[src/rtl/lt24_layer_compositor.sv]
// LT24 frame engine: window-setup command burst, then an upscaled background raster with an optional colour-keyed sprite.
// Build option: define LT24_SPRITE_EN to enable sprite compositing; otherwise every pixel is the background word.
module lt24_layer_compositor #(
  parameter int H_RES       = 240,
  parameter int V_RES       = 320,
  parameter int BG_SCALE    = 4,
  parameter int BG_ADDR_W   = 13,
  parameter int SPR_W       = 64,
  parameter int SPR_H       = 64,
  parameter int SPR_ADDR_W  = 12,
  parameter int WR_LOW_CYC  = 1,
  parameter int WR_HIGH_CYC = 1
) (
  input  logic                  clk_clk,
  input  logic                  reset_reset,
  input  logic                  start,
  input  logic [8:0]            spr_x,
  input  logic [8:0]            spr_y,
  input  logic [15:0]           color_key,
  output logic                  busy,
  output logic                  frame_done,
  output logic [BG_ADDR_W-1:0]  bg_mem_address,
  output logic                  bg_mem_chipselect,
  output logic                  bg_mem_clken,
  input  logic [15:0]           bg_mem_readdata,
  output logic [SPR_ADDR_W-1:0] spr_mem_address,
  output logic                  spr_mem_chipselect,
  output logic                  spr_mem_clken,
  input  logic [15:0]           spr_mem_readdata,
  output logic                  lt24_cs,
  output logic                  lt24_rs,
  output logic                  lt24_rd,
  output logic                  lt24_wr,
  output logic [15:0]           lt24_data
);

  typedef enum logic [1:0] {IDLE, CMD, PIX, DONE} state_t;

  localparam int SLOT_LEN = WR_LOW_CYC + WR_HIGH_CYC;
  localparam int BS_B     = $clog2(BG_SCALE);
  localparam logic [9:0] X_LAST     = 10'(H_RES - 1);
  localparam logic [9:0] Y_LAST     = 10'(V_RES - 1);
  localparam logic [9:0] SCALE_MASK = 10'(BG_SCALE - 1);
  localparam logic [BG_ADDR_W-1:0] BG_W = BG_ADDR_W'(H_RES / BG_SCALE);
  localparam logic [15:0] H_LAST16 = 16'(H_RES - 1);
  localparam logic [15:0] V_LAST16 = 16'(V_RES - 1);

  state_t state_reg, state_next;
  logic [7:0]           slot_cnt_reg;
  logic [3:0]           cmd_idx_reg;
  logic [9:0]           x_reg, y_reg;
  logic [BG_ADDR_W-1:0] row_base_reg;
  logic                 fetch_done_reg;
  logic [15:0]          data_reg;
  logic                 rs_reg;

  logic                 active, slot_end;
  logic [9:0]           x_next, y_next;
  logic [BG_ADDR_W-1:0] row_base_next;
  logic                 fetch_done_next;
  logic [15:0]          pixel_word;

  function automatic logic [15:0] cmd_word(input logic [3:0] idx);
    case (idx)
      4'd0:    return 16'h002A;
      4'd3:    return {8'h00, H_LAST16[15:8]};
      4'd4:    return {8'h00, H_LAST16[7:0]};
      4'd5:    return 16'h002B;
      4'd8:    return {8'h00, V_LAST16[15:8]};
      4'd9:    return {8'h00, V_LAST16[7:0]};
      4'd10:   return 16'h002C;
      default: return 16'h0000;
    endcase
  endfunction

  function automatic logic cmd_rs(input logic [3:0] idx);
    return !(idx == 4'd0 || idx == 4'd5 || idx == 4'd10);
  endfunction

  assign active   = (state_reg == CMD) || (state_reg == PIX);
  assign slot_end = (slot_cnt_reg == 8'(SLOT_LEN - 1));

  always_ff @(posedge clk_clk) begin
    if (reset_reset) state_reg <= IDLE;
    else             state_reg <= state_next;
  end

  always_comb begin
    state_next = state_reg;
    case (state_reg)
      IDLE: if (start) state_next = CMD;
      CMD:  if (slot_end && cmd_idx_reg == 4'd10) state_next = PIX;
      PIX:  if (slot_end && fetch_done_reg) state_next = DONE;
      DONE: state_next = IDLE;
      default: state_next = IDLE;
    endcase
  end

  // Raster advance of the fetch position; the row base steps by BG_W every BG_SCALE lines.
  always_comb begin
    x_next          = x_reg + 10'd1;
    y_next          = y_reg;
    row_base_next   = row_base_reg;
    fetch_done_next = 1'b0;
    if (x_reg == X_LAST) begin
      if (y_reg == Y_LAST) begin
        x_next          = x_reg;
        fetch_done_next = 1'b1;
      end else begin
        x_next = 10'd0;
        y_next = y_reg + 10'd1;
        if (((y_reg + 10'd1) & SCALE_MASK) == 10'd0) row_base_next = row_base_reg + BG_W;
      end
    end
  end

  // Addresses track the fetch position, which runs one pixel ahead of the bus slot.
  always_ff @(posedge clk_clk) begin
    if (reset_reset) begin
      slot_cnt_reg   <= 8'd0;
      cmd_idx_reg    <= 4'd0;
      x_reg          <= 10'd0;
      y_reg          <= 10'd0;
      row_base_reg   <= '0;
      fetch_done_reg <= 1'b0;
      data_reg       <= 16'h0000;
      rs_reg         <= 1'b1;
    end else begin
      case (state_reg)
        IDLE: begin
          if (start) begin
            slot_cnt_reg   <= 8'd0;
            cmd_idx_reg    <= 4'd0;
            x_reg          <= 10'd0;
            y_reg          <= 10'd0;
            row_base_reg   <= '0;
            fetch_done_reg <= 1'b0;
            data_reg       <= cmd_word(4'd0);
            rs_reg         <= cmd_rs(4'd0);
          end
        end
        CMD: begin
          if (slot_end) begin
            slot_cnt_reg <= 8'd0;
            if (cmd_idx_reg == 4'd10) begin
              data_reg       <= pixel_word;
              rs_reg         <= 1'b1;
              x_reg          <= x_next;
              y_reg          <= y_next;
              row_base_reg   <= row_base_next;
              fetch_done_reg <= fetch_done_next;
            end else begin
              cmd_idx_reg <= cmd_idx_reg + 4'd1;
              data_reg    <= cmd_word(cmd_idx_reg + 4'd1);
              rs_reg      <= cmd_rs(cmd_idx_reg + 4'd1);
            end
          end else begin
            slot_cnt_reg <= slot_cnt_reg + 8'd1;
          end
        end
        PIX: begin
          if (slot_end) begin
            slot_cnt_reg <= 8'd0;
            if (!fetch_done_reg) begin
              data_reg       <= pixel_word;
              x_reg          <= x_next;
              y_reg          <= y_next;
              row_base_reg   <= row_base_next;
              fetch_done_reg <= fetch_done_next;
            end
          end else begin
            slot_cnt_reg <= slot_cnt_reg + 8'd1;
          end
        end
        default: ;
      endcase
    end
  end

  assign bg_mem_address    = row_base_reg + BG_ADDR_W'(x_reg >> BS_B);
  assign bg_mem_chipselect = active;
  assign bg_mem_clken      = active;

`ifdef LT24_SPRITE_EN
  localparam int SW_B = $clog2(SPR_W);
  localparam int DY_W = SPR_ADDR_W - SW_B;

  logic [9:0]      sx_reg, sy_reg;
  logic [15:0]     key_reg;
  logic            spr_hit;
  logic [SW_B-1:0] dx;
  logic [DY_W-1:0] dy;

  always_ff @(posedge clk_clk) begin
    if (reset_reset) begin
      sx_reg  <= 10'd0;
      sy_reg  <= 10'd0;
      key_reg <= 16'h0000;
    end else if (state_reg == IDLE && start) begin
      sx_reg  <= {1'b0, spr_x};
      sy_reg  <= {1'b0, spr_y};
      key_reg <= color_key;
    end
  end

  // 10-bit compares: spr_x + SPR_W never wraps, so off-screen parts simply never hit.
  assign spr_hit = (x_reg >= sx_reg) && (x_reg < sx_reg + 10'(SPR_W)) &&
                   (y_reg >= sy_reg) && (y_reg < sy_reg + 10'(SPR_H));
  assign dx = SW_B'(x_reg - sx_reg);
  assign dy = DY_W'(y_reg - sy_reg);

  assign spr_mem_address    = {dy, dx};
  assign spr_mem_chipselect = active;
  assign spr_mem_clken      = active;
  assign pixel_word = (spr_hit && spr_mem_readdata != key_reg) ? spr_mem_readdata : bg_mem_readdata;
`else
  logic unused_sprite;
  assign unused_sprite      = ^{spr_x, spr_y, color_key, spr_mem_readdata};
  assign spr_mem_address    = '0;
  assign spr_mem_chipselect = 1'b0;
  assign spr_mem_clken      = 1'b0;
  assign pixel_word         = bg_mem_readdata;
`endif

  assign busy       = active;
  assign frame_done = (state_reg == DONE);
  assign lt24_cs    = !active;
  assign lt24_rd    = 1'b1;
  assign lt24_wr    = active ? (slot_cnt_reg >= 8'(WR_LOW_CYC)) : 1'b1;
  assign lt24_rs    = rs_reg;
  assign lt24_data  = data_reg;

endmodule

[config.mk]
export PLATFORM = sky130hd
export DESIGN_NAME = lt24_layer_compositor
export DESIGN_NICKNAME = d
export VERILOG_FILES = /design/src/rtl/lt24_layer_compositor.sv
export SDC_FILE = /design/constraint.sdc
export NUM_CORES = 1
export LEC_CHECK = 0
export BUFFER_PORTS_ARGS = -buffer_cell sky130_fd_sc_hd__buf_4
export CORE_MARGIN = 1
export CORE_UTILIZATION = 47
export DETAILED_ROUTE_END_ITERATION = 6
export PLACE_DENSITY = 0.87
export REMOVE_ABC_BUFFERS = 1
export SETUP_SLACK_MARGIN = 0.1
export SYNTH_ARGS = -nofsm -noshare
export SYNTH_HDL_FRONTEND = slang
export SYNTH_SLANG_ARGS = --single-unit
[constraint.sdc]
create_clock -name clk_clk -period 2.1 [get_ports clk_clk]
set_input_delay 0 -clock clk_clk [delete_from_list [all_inputs] [get_ports clk_clk]]
set_output_delay 0 -clock clk_clk [all_outputs]
set_load 0.005 [all_outputs]
# Yosys cells after proc, flatten, opt, wreduce, memory -nomap -nowiden
# Cells that the tools add are included.
[totals]
ff_bits = 65
latch_bits = 0
ram_bits = 0
out_inout_bits = 51
input_bits = 69
romBits = 0
n_memories = 0
[op_classes]
multipliers = 0
n_eq_ne = 20
n_div = 0
n_reduce_logical = 21
magnitude_cmp = 1
muxes = 54
n_addsub = 6
bitwise = 0
shift = 0
[op_table]
columns = ["operator", "n"]
rows = [
  ["$mux 10", 13],
  ["$mux 13", 8],
  ["$mux 16", 5],
  ["$pmux 10 s3", 2],
  ["$pmux 16 s3", 1],
  ["$pmux 8 s6", 1],
  ["$pmux 13 s3", 1],
  ["$add 10x1->10 const B", 2],
  ["$eq 4x4->1 const B", 4],
  ["$mux 8", 2],
  ["$pmux 8 s2", 1],
  ["$add 13x6->13 const B", 1],
  ["$add 13x8->13", 1],
  ["$mux 4", 3],
  ["$eq 10x8->1 const B", 1],
  ["$eq 10x9->1 const B", 1],
  ["$logic_not 10->1", 1],
  ["$mux 1", 10],
  ["$ne 2x2->1 const B", 5],
  ["$reduce_and 5->1", 2],
  ["$add 8x1->8 const B", 1],
  ["$eq 4x3->1 const B", 2],
  ["$eq 8x1->1 const B", 1],
  ["$ge 8x1->1 const B", 1],
  ["21 further kinds", 32],
]

# Depth between registers and ports, before layout
[logic_depth]
depth_word = 8
mapped_depth = 12
ltp_nobuf = 7

# Worst setup path before layout
# OpenSTA, ideal clock, no wires.
[synth_path]
path_kind = "reg2reg"
startpoint = "register slot_cnt_reg[0]"
endpoint = "register row_base_reg[3]"
setup_slack_ns = -0.176
arrival_time_ns = 2.205
stages_incl_launch_ff = 9
cell_sequence = "dfxtp_1 > ha_1 > or3b_2 > nor3_4 > o21ai_2 > buf_6 > clkbuf_8 > or3_1 > a21oi_1"
[synth_via]
elab_chain_cells = 3
[synth_lines]
columns = ["element", "line", "text"]
rows = [
  ["start: declaration", "49", "logic [7:0] slot_cnt_reg;"],
  ["start signal: assignment", "158", "slot_cnt_reg <= slot_cnt_reg + 8'd1;"],
  ["start signal: assignment", "172", "slot_cnt_reg <= slot_cnt_reg + 8'd1;"],
  ["$eq 8x1->1 *", "81", "assign slot_end = (slot_cnt_reg == 8'(SLOT_LEN - 1));"],
  ["$ne 2x2->1 (no line)", "--", ""],
  ["$reduce_and 6->1 (no line) *", "--", ""],
  ["end signal: assignment", "150", "row_base_reg <= row_base_next;"],
  ["end signal: assignment", "168", "row_base_reg <= row_base_next;"],
  ["end: declaration", "52", "logic [BG_ADDR_W-1:0] row_base_reg;"],
]
# Every way passes the cells marked *; elsewhere a longest branch is shown, timed or not.
# A chain may end at the register's enable or synchronous reset.

# Worst setup path after layout
[layout_path]
startpoint = "register slot_cnt_reg[1]"
endpoint = "register y_reg[6]"
[layout_via]
elab_chain_cells = 3
[layout_lines]
columns = ["element", "line", "text"]
rows = [
  ["$eq 8x1->1 *", "81", ""],
  ["$ne 2x2->1 (no line)", "--", ""],
  ["$reduce_and 6->1 (no line) *", "--", ""],
  ["end signal: assignment", "149", "y_reg <= y_next;"],
  ["end signal: assignment", "167", "y_reg <= y_next;"],
  ["end: declaration", "51", "logic [9:0] x_reg, y_reg;"],
]
# Marked as above.

==> impl_results.md <==
- Longest Clk Path Bufs: 2
- Failing checks: negative setup slack
- Clk Latency, worst-skew pair: approximately 360 ps
- First-pass GRT wire length: about 20000 µm
- Setup CP Type: register to register
- Tcrit/Tclk final: 108%
- PwrDens: 1030 nW/µm²
- H-tree depth: 3
- Met3 wire length: 991 µm
- Main area contributors after synthesis: dfxtp_1, a21oi_1, ha_1, or4_1, nor2_1
- FFs w/ async S/R, synth: 0%
- Synth Instances: ~500
- CP Capture Type: register
- Met2 WL post-DR: 6940 µm
- Die area: around 9100 µm²
- Clock Skew: about 10 ps
- Die extent in x: between 90 and 100 µm
- Crit path launch type: register
- Avg Synthesized Cell Area: 8.17 µm²
- Clock Pin Slew Worst Setup and Hold Paths: 80 ps
- DR top layer: met4
- CP Data Arrival Time: roughly 2600 ps
- Synth Flop Type: dfxtp_1
- Number of synthesized flops with an enable pin: 0
- Pwr Total: between 6 and 7 mW
- RR Startpoint: slot_cnt_reg[1]
- Reg area: 1280 µm²
- Critical-path maximum fanout: 8
- Port-buffer cells: 54
- Wl on met1: ~5300 µm
- Status: finished with violations
- Hold WC Path Type: input pin to register
- Max Cap Viol: 0
- Wirelength per Cell: about 19 µm
- DR vias: 4534
- Worst vdd ir: about 0.00062 V
- Worst Setup SP: slot_cnt_reg[1]
- Root Driver: clkbuf_8
- Min Clock Period, post-route: around 2300 ps
- Post-route setup slack: -165 ps
- Avg Vias per Cell: around 6.3
- Routed Antenna Nets: 0
- Starting density of the core: 49.1%
- Initial antenna violation count: 0
- CTS tree: done
- # setup viols final: 26
- Synth top area share: 30.8%
- Pin count of the biggest net entering global routing: 33
- Synth cell types: 71
- Synth Register Bits: 63
- Slew Viols, Final: 0
- Global route overflow: 0
- Final Net Count: 703
- Max reg flops: 16
- Non-filler cells, final: around 720
- Row count: 33
- Placed cell count: 677
- GRT Total Usage: between 20% and 30%
- Total routed wirelength: ~14000 µm
- ANT cells: 0
- DRT Pass-1 Iters: 6
- Die Ht: 95.3 µm
- Syn-to-layout area delta: 45.4%
- Vias in the first global route: around 4400
- HP Start: bg_mem_readdata[6]
- Leakage: 2.26 nW
- Fin. Hold Viols: 0
- Post-synthesis cell area: around 4100 µm²
- Core Footprint: 8340 µm²
- Initial DRC Count: around 350
- Largest area contributor in the netlist: dfxtp_1
- Post-DP HPWL: 7560 µm
- Critical Path RT: about 2400 ps
- Synth warnings: 0
- Seq/Total Area, Yosys: slightly above 30%
- Residual DRC: 0
- Fmax: 441 MHz
- Layout cell share with drive strength beyond 1: between 40% and 50%
- GP Congestion: ~0.86
- Multi-input logic area: between 3000 and 4000 µm²
- I/O pin cnt: 120
- Filler Cell Count: 565
- CTS Buf Count: 9
- Clock sink count: 63
- RSZ-0062 raised after global routing: yes
==> area by class of cell <==
class / count / share of cell area [%]
clock buffers: 11 / 2.38
clock inverters: 5 / 1.37
inverters: 17 / 1.12
multi-input cells: 384 / 51.6
flip-flops and latches: 63 / 21.5
well taps: 105 / 2.21
repair buffers: 139 / 19.8
==> kinds of logic (layout without fill, tap and decap cells) <==
| family | Yosys count | count (layout) | synth area share (%) |
|---|---|---|---|
| AND/OR/NAND/NOR | 184 | 184 | 25.0 |
| other | 2 | 15 | 0.184 |
| XOR/XNOR | 19 | 19 | 4.07 |
| adder cells (fa/ha/maj) | 20 | 20 | 6.12 |
| flip-flops | 63 | 63 | 30.8 |
| AO/OA/AOI/OAI | 146 | 146 | 23.7 |
| buffers and inverters | 67 | 172 | 10.0 |
==> cells in the final DEF (no fill, tap or decap), types with 5 or more instances in the layout <==
master         synthesis  routed
buf_4                 20     107
dfxtp_1               63      50
nor2_1                42      39
nand2_1               30      28
a21oi_2                0      24
a21oi_1               50      23
or4_4                  1      20
o31ai_1               21      18
nand3_1               19      17
buf_6                  3      16
conb_1                 2      15
inv_1                 16      14
xor2_1                13      13
dfxtp_2                0      13
o21ai_0               15      12
dlygate4sd3_1          1      12
ha_1                  20      11
nor3_1                15      10
a22oi_1               10      10
clkbuf_8               4      10
nand4_1                7       7
a21o_1                 6       6
xnor2_1                6       6
a211oi_1               8       6
ha_4                   0       6
a2bb2oi_1              5       5
or3_4                  0       5
==> worst max-delay path: stages (launching register included) <==
cell and delay [ps]:
dfxtp_2 340, inv_2 70, ha_4 120, or3b_4 410, nor3_4 250, o21ai_4 150, clkbuf_16 190, or4_4 510
a21oi_2 170
==> stage by stage <==
stage	utilization [%]	hold WS, ps	TNS (ps)	setup WS [ps]	area, µm²
finish	71.3	47.1	-1760	-165	5950
global route	71.3	72.2	-3390	-190	5950
CTS	67.4	33.9	-416	-48.8	5620
detailed placement	57.1	242	-5230	-252	4760
global placement	57.1	235	-2150	-121	4760
floorplan	-	69.1	-11070	-487	3790
==> synthesized netlist by cell type (4+ instances only) <==
cell type / n
a22oi_1: 10
xor2_1: 13
or3_1: 9
a2bb2oi_1: 5
clkbuf_1: 19
nor3_1: 15
nand3_1: 19
nand2_1: 30
a21o_1: 6
and3_1: 4
buf_4: 20
o21ai_0: 15
xnor2_1: 6
a211oi_1: 8
a21oi_1: 50
o31ai_1: 21
dfxtp_1: 63
nand4_1: 7
or4_1: 22
inv_1: 16
nor2_1: 42
nor3b_1: 4
ha_1: 20
clkbuf_8: 4
==> layer usage <==
| metal | global-route usage (%) | vias to the layer above |
|---|---|---|
| met3 | 6.46 | 65 |
| met1 | 31.7 | 2151 |
| met4 | 15.3 | 0 |
| met2 | 50.6 | 264 |
| li1 | - | 2054 |
| met5 | 0 | - |
==> report_power, final <==
group	switching, mW	internal (mW)	total (mW)
Combinational	1.96	1.52	3.48
Clock	0.521	0.701	1.22
Sequential	0.0980	1.30	1.40
==> timing repair <==
item                                    in CTS  in global routing
cloned                                       3                  1
resized for setup                           84                 75
endpoints found under the setup margin      55                 64
endpoints found under the hold margin       12                  0
hold buffers                                12                  0
pin swaps                                   47                 34
setup buffers                               15                  3
==> worst paths after layout <==
path / cells after the start / endpoint / slack (ps)
setup / recovery: 8 / y_reg[6] / -170
hold / removal: 4 / lt24_data[6] / 50
setup reg to reg: 8 / y_reg[6] / -170
hold reg to reg: 2 / lt24_data[0] / 460
Power figures use the tool's default switching activity.
